<file path="src/rtl/mem_access_unit.sv">
`default_nettype none
// ----------------------------------------------------------------------------
// mem_access_unit : MEM-stage initiator turning a load/store into one data-memory
// transaction.  Rev 1.0
// ----------------------------------------------------------------------------
module mem_access_unit #(
  parameter int WAIT_LIMIT = 0
) (
  input  logic        clk,
  input  logic        rst,
  input  logic        i_req_valid,
  input  logic        i_req_load,
  input  logic        i_req_store,
  input  logic [2:0]  i_req_funct3,
  input  logic [31:0] i_req_addr,
  input  logic [31:0] i_req_store_data,
  output logic        o_data_mem_read,
  output logic        o_data_mem_write,
  output logic [31:0] o_data_mem_address,
  output logic [31:0] o_data_mem_wdata,
  output logic [3:0]  o_data_mem_byte_enable,
  input  logic        i_data_mem_resp,
  input  logic [31:0] i_data_mem_rdata,
  output logic        o_stall,
  output logic        o_done,
  output logic [31:0] o_mdrreg_out,
  output logic        o_misalign_err,
  output logic        o_timeout_err
);

  typedef enum logic [1:0] {
    S_IDLE   = 2'd0,
    S_ACCESS = 2'd1,
    S_DONE   = 2'd2
  } state_t;

  localparam logic [31:0] c_LAST_WAIT  = 32'(WAIT_LIMIT - 1);
  localparam bit          c_TIMEOUT_EN = (WAIT_LIMIT != 0);

  state_t      r_state;
  state_t      w_next;
  logic [31:0] r_count;
  logic [1:0]  w_off;
  logic [1:0]  w_size;
  logic        w_req;
  logic        w_legal;
  logic [3:0]  w_be;
  logic [31:0] w_wdata;
  logic        w_accept;
  logic        w_reject;
  logic        w_resp;
  logic        w_timeout;
  logic        w_unused;

  assign w_off    = i_req_addr[1:0];
  assign w_size   = i_req_funct3[1:0];
  assign w_req    = i_req_valid & (i_req_load | i_req_store);
  // Sign/zero selection (funct3[2]) belongs to writeback, not to this stage.
  assign w_unused = i_req_funct3[2];

  always_comb begin
    w_legal = 1'b0;
    w_be    = 4'b0000;
    w_wdata = 32'd0;
    case (w_size)
      2'b00: begin
        w_legal = 1'b1;
        w_be    = 4'b0001 << w_off;
        w_wdata = {4{i_req_store_data[7:0]}};
      end
      2'b01: begin
        w_legal = ~w_off[0];
        w_be    = 4'b0011 << {w_off[1], 1'b0};
        w_wdata = {2{i_req_store_data[15:0]}};
      end
      2'b10: begin
        w_legal = (w_off == 2'b00);
        w_be    = 4'b1111;
        w_wdata = i_req_store_data;
      end
      default: begin
        w_legal = 1'b0;
      end
    endcase
    if (i_req_load) begin
      w_wdata = 32'd0;
    end
  end

  always_comb begin
    w_next    = r_state;
    o_stall   = 1'b0;
    o_done    = 1'b0;
    w_accept  = 1'b0;
    w_reject  = 1'b0;
    w_resp    = 1'b0;
    w_timeout = 1'b0;
    case (r_state)
      S_IDLE: begin
        if (w_req && !rst) begin
          if (w_legal) begin
            w_accept = 1'b1;
            o_stall  = 1'b1;
            w_next   = S_ACCESS;
          end else begin
            w_reject = 1'b1;
          end
        end
      end
      S_ACCESS: begin
        o_stall = 1'b1;
        // A response arriving on the limit cycle still completes normally.
        if (i_data_mem_resp) begin
          w_resp = 1'b1;
          w_next = S_DONE;
        end else if (c_TIMEOUT_EN && (r_count == c_LAST_WAIT)) begin
          w_timeout = 1'b1;
          w_next    = S_DONE;
        end
      end
      S_DONE: begin
        o_done = 1'b1;
        w_next = S_IDLE;
      end
      default: begin
        w_next = S_IDLE;
      end
    endcase
  end

  always_ff @(posedge clk or posedge rst) begin
    if (rst) begin
      r_state <= S_IDLE;
    end else begin
      r_state <= w_next;
    end
  end

  always_ff @(posedge clk or posedge rst) begin
    if (rst) begin
      o_data_mem_read        <= 1'b0;
      o_data_mem_write       <= 1'b0;
      o_data_mem_address     <= 32'd0;
      o_data_mem_wdata       <= 32'd0;
      o_data_mem_byte_enable <= 4'b0000;
      o_mdrreg_out           <= 32'd0;
      o_misalign_err         <= 1'b0;
      o_timeout_err          <= 1'b0;
      r_count                <= 32'd0;
    end else begin
      o_misalign_err <= w_reject;
      o_timeout_err  <= w_timeout;
      if (w_accept) begin
        o_data_mem_address     <= {i_req_addr[31:2], 2'b00};
        o_data_mem_byte_enable <= w_be;
        o_data_mem_wdata       <= w_wdata;
        o_data_mem_read        <= i_req_load;
        o_data_mem_write       <= i_req_store & ~i_req_load;
        r_count                <= 32'd0;
      end else if (r_state == S_ACCESS) begin
        r_count <= r_count + 32'd1;
        if (w_resp || w_timeout) begin
          o_data_mem_read  <= 1'b0;
          o_data_mem_write <= 1'b0;
          if (w_resp && o_data_mem_read) begin
            o_mdrreg_out <= i_data_mem_rdata;
          end
        end
      end else if (r_state == S_DONE) begin
        r_count <= 32'd0;
      end
    end
  end

endmodule
`default_nettype wire
</file>
<file path="config.mk">
export PLATFORM = sky130hd
export DESIGN_NAME = mem_access_unit
export DESIGN_NICKNAME = d
export VERILOG_FILES = /design/src/rtl/mem_access_unit.sv
export SDC_FILE = /design/constraint.sdc
export NUM_CORES = 1
export LEC_CHECK = 0
export CAP_MARGIN = 0
export CORE_ASPECT_RATIO = 0.75
export CORE_MARGIN = 2
export CORE_UTILIZATION = 40
export DETAILED_ROUTE_END_ITERATION = 16
export GPL_TIMING_DRIVEN = 0
export PLACE_DENSITY = 0.84
export REMOVE_ABC_BUFFERS = 1
export SYNTH_ARGS = -nofsm -noshare
export SYNTH_HDL_FRONTEND = slang
export SYNTH_SLANG_ARGS = --single-unit
</file>
<file path="constraint.sdc">
create_clock -name clk -period 5 [get_ports clk]
set_clock_uncertainty 0.15 [all_clocks]
set_input_delay 0.75 -clock clk [delete_from_list [all_inputs] [get_ports clk]]
set_output_delay 0.75 -clock clk [all_outputs]
set_load 0.01 [all_outputs]
</file>
* Word-level counts from Yosys, hierarchy flattened
Cells that the tools add are included.
** Word-level totals
- Register bits after elaboration :: 103
- Bits of input ports :: 105
- Output and inout bits :: 106
- Word-level logic and storage cells :: 56
** Operators by class
- Equal/unequal tests :: 7
- Shift-type cells :: 2
- Multiplexer cells :: 22
- Bitwise logic cells :: 6
- Reductions and logical operators :: 11
** Operator list (number)
- 32-bit case mux with 3 select lines :: 1
- 32-bit 2-to-1 mux :: 1
- 1-bit 2-to-1 mux :: 13
- 4-bit case mux with 3 select lines :: 1
- 2-bit zero test :: 3
- 2-bit 2-to-1 mux :: 3
- 2-bit inequality test, second input constant :: 3
- 2-bit by 1-bit equality test with 1-bit output, second input constant :: 2
- 2-bit equality test, second input constant :: 2
- 2-bit case mux with 2 select lines :: 1
- 4-bit AND reduction :: 1
- 2-bit nonzero test :: 2
- 1-bit by 2-bit left shift with 4-bit output, first input constant :: 1
- 2-bit by 2-bit left shift with 4-bit output, first input constant :: 1
- 1-bit NOT :: 3
- 1-bit case mux with 3 select lines :: 1
- 3-bit AND reduction :: 1
- 1-bit AND :: 2
- 1-bit logical AND :: 2
- 1-bit case mux with 2 select lines :: 1
- 2-bit AND reduction :: 1
- 1-bit zero test :: 1
- 1-bit OR :: 1

* Depth between registers and ports, before layout
- Word-level depth :: 7
- Depth in mapped cells :: 6
- Mapped depth without buffers :: 4

* Worst setup path after synthesis
OpenSTA, ideal clock, no wires.
- Kind :: input to output
- From :: in i_req_addr[0]
- To :: out o_stall
- Data arrival time :: 1.699 ns
- Data required time :: 4.100 ns
- Setup slack :: 2.401 ns
- Stages :: 6
- Cell sequence :: clkbuf_1 o21ai_1 nand4_1 buf_4 buf_4 nand2_1
** On the way
- Word-level cells in the longest chain between the ends :: 5
- Elaborated cells between the ends (all ways) :: 6
** RTL lines
- from (decl) :: RTL line 15 : input logic [31:0] i_req_addr,
- 2-bit zero test or 1-bit NOT (tied branches) :: RTL line 77, 72
- 1-bit case mux with 3 select lines (*) :: RTL line 65 : case (w_size)
- 1-bit 2-to-1 mux (*) :: RTL line 101 : if (w_legal) begin
- 1-bit 2-to-1 mux (*) :: RTL line 100 : if (w_req && !rst) begin
- 1-bit case mux with 2 select lines (*) :: RTL line 98 : case (r_state)
- to (decl) :: RTL line 24 : output logic o_stall,
Mark *: on every way between the ends. The rest lies on a longest branch, timed or not.

* Worst setup path after layout
- From :: in i_req_funct3[0]
- To :: out o_stall
** On the way
- Word-level cells in the longest chain between the ends :: 5
- Elaborated cells between the ends (all ways) :: 7
** RTL lines
- from (decl) :: RTL line 14 : input logic [2:0] i_req_funct3,
- 2-bit equality test (tied with other cells) :: RTL line 65
- 1-bit case mux with 3 select lines (*) :: RTL line 65
- 1-bit 2-to-1 mux (*) :: RTL line 101
- 1-bit 2-to-1 mux (*) :: RTL line 100
- 1-bit case mux with 2 select lines (*) :: RTL line 98
Marked as above.

==> reports/qor.yml <==
final_antenna_net_count: 0
yosys_warnings: 0
cts_sinks: 103
grt_pass1_wl_um: 19200
die_x_um: 128
synth_ff_type: "dfrtp_1"
wl_per_cell_um: 17.5
vias: 3408
dieHeight_um: 96.9
rsz0062_at_grt: "false"
numCtsBuffers: 9
ir_drop_v: 0.000216
crit_path_top_delay_cell: "clkdlybuf4s50_1"
hold_viol: 0
drive_gt1_frac: 0.214
fmax_mhz: 215
tightest_slew_ps: 1190
clk_pin_slew_worst_paths_ps: 70
critPathMostFrequentCell: "clkdlybuf4s50_1"
fin_crit_sh: 0.929
p_seq_frac: 0.405
max_stage_delay_ps: 1030
slew_headroom: 0.206
synth_edf_count: 0
grt_pass1_vias: 3666
ff2ff_setup_slack_ps: 2210
grtUsageTotal: 0.195
combPwrFrac: 0.374
grt-ovfl-total: 0
cp-start-kind: "input pin"
viasPerCell: 5.03
antenna_found_initial: 0
path_max_fanout: 27
drcViolationCount: 0
synth-seq-cells: 103
hold-path-cell-count: 1
p_per_area_nw_per_um2: 422
grt_max_degree: 56
io_pins: 211
worst-path-stages: 5
swShare: 0.274
antenna_cells: 0
cp_top_family: "buffers and inverters"
post-cts-setup-buffer-count: 0
dr.pass1.iters: 4
tns_ps: 0
dieArea_um2: 12400
setup_ws_ps: 354
synth_async_sr_flop_share: 1.00
maxCapViolations: 0
io_buffers: 206
row_count: 33
min_period_ps: 4650
p_sw_uw: 825
pre_cts_ws_ps: 318
core_um2: 11100
path_cells: "clkdlybuf4s50_1, o21ai_1, nand4_1, nand2_1, clkdlybuf4s50_1"
nNetsFinal: 637
status: "finished clean"
clk-insertion-delay-late_ps: 330
finalMaxSlewViolations: 0
synth_area_um2: 4600
p_clk_frac: 0.222
root_buffer: "clkbuf_16"
syn2layout_area_growth_pct: 54.8
avgSynthCellArea_um2: 14.0
cts_max_level: 3
start_util: 0.416
wirelength_um: 11800
ff2ff_path_depth: 6
p_int_uw: 2180
drt_iter0_drc: 136
hold_class: "flip-flop to flip-flop"
ys_seq_area_frac: 0.560
place_hpwl_um: 8900
place.gp.congestion: 0.752
path_class: "input pin to primary output"
critPathBufInv: 2
post_cts_resized: 0
setup_viol: 0
cts_hold_buf: 0
p_leak_uw: 0.00323
synth_cells: 329
yosysUniqueCellTypes: 37
cts_buffer_depth: 2
cts_tree: "yes"
cp.arrival_ps: 3750
required_ps: 4100
cp-end-kind: "primary output"
## cell type report
type                    count  area (µm²)
clock buffers              12         256
clock inverters             4        30.0
fillers                   826        3940
inverters                  12        47.5
multi-input cells         193        1850
flip-flops and latches    103        2580
well taps                 140         175
repair buffers            213        2190
## cell usage in the layout (no fill, tap or decap), drive strengths merged, types with 2 or more instances in the layout
master,netlist,layout
a21oi,9,9
a22o,2,2
buf,17,7
clkbuf,6,12
clkdlybuf4s50,0,206
clkinv,0,3
conb,1,3
dfrtp,103,103
inv,12,12
mux2,86,86
mux2i,18,18
nand2,14,14
nand2b,11,11
nand3b,9,9
nor3b,2,2
nor4b,2,2
o21ai,4,4
o2bb2ai,16,16
or2,2,2
xnor2,2,2
## logic make-up after synthesis
family | after synthesis | share of synthesized area
compound gates | 38 | 0.0620
xor+xnor | 2 | 0.00381
buf+inv | 35 | 0.0400
flops | 103 | 0.560
mux | 104 | 0.272
other cells | 1 | 0.000815
simple gates | 46 | 0.0609
## power by group through the flow
stage	Clock [µW]	Sequential [µW]	Combinational (µW)
global placement	0	1220	1110
finish	667	1220	1120
CTS	689	1220	1140
detailed placement	0	1230	1130
global route	717	1250	1200
floorplan	0	1340	322
## stage by stage
step	utilization	power [µW]	hold slack, ps	cell area [µm²]	std cells
3_3_place_gp	0.606	2330	335	6710	654
4_1_cts	0.642	3050	357	7110	676
5_1_grt	0.644	3170	369	7120	677
2_1_floorplan	-	1660	382	4470	308
6_report	0.644	3010	354	7120	677
3_5_place_dp	0.616	2370	341	6820	660
## worst register-to-register path, delay by kind of cell (launching register included)
| family | cells | cell delay, ps |
|---|---|---|
| DFF | 1 | 430 |
| muxes | 1 | 300 |
| and+or+nand+nor | 2 | 1050 |
| buffers and inverters | 3 | 750 |
## metal layers
metal  global-route usage  wire, µm
met1                0.240      4980
met2                0.332      5750
met4               0.0431       118
met5                    0         0
met3               0.0697       982
## sequential cells by signal, summed over array words and instances, names as in the netlist
name	count
o_data_mem_address	30
o_data_mem_wdata	32
o_mdrreg_out	32
o_misalign_err	1
o_data_mem_read	1
o_data_mem_write	1
r_state	2
o_data_mem_byte_enable	4
## path summary, 6_finish.rpt
check	end	start
setup / recovery	o_stall	i_req_funct3[0]
hold reg to reg	o_data_mem_address[3]	o_data_mem_address[3]
max in group asynchronous	o_mdrreg_out[21]	rst
min in group asynchronous	o_data_mem_address[25]	rst
setup reg to reg	o_data_mem_wdata[30]	r_state[0]
hold / removal	o_data_mem_address[3]	o_data_mem_address[3]
## cells in the mapped netlist (2+ instances only)
cell type / number / share of area
mux2_2: 58 / 0.14
buf_2: 9 / 0.0098
a22o_1: 2 / 0.0038
inv_1: 12 / 0.0098
mux2i_1: 18 / 0.039
mux2_4: 28 / 0.091
a21oi_1: 9 / 0.0098
o21ai_0: 2 / 0.0022
o2bb2ai_1: 16 / 0.030
o21ai_1: 2 / 0.0022
clkbuf_1: 6 / 0.0049
nand2b_1: 11 / 0.015
dfrtp_1: 103 / 0.56
buf_4: 5 / 0.0082
nand3b_1: 9 / 0.015
or2_2: 2 / 0.0027
nand2_1: 14 / 0.011
xnor2_1: 2 / 0.0038
buf_6: 3 / 0.0073
Power figures use the tool's default switching activity.
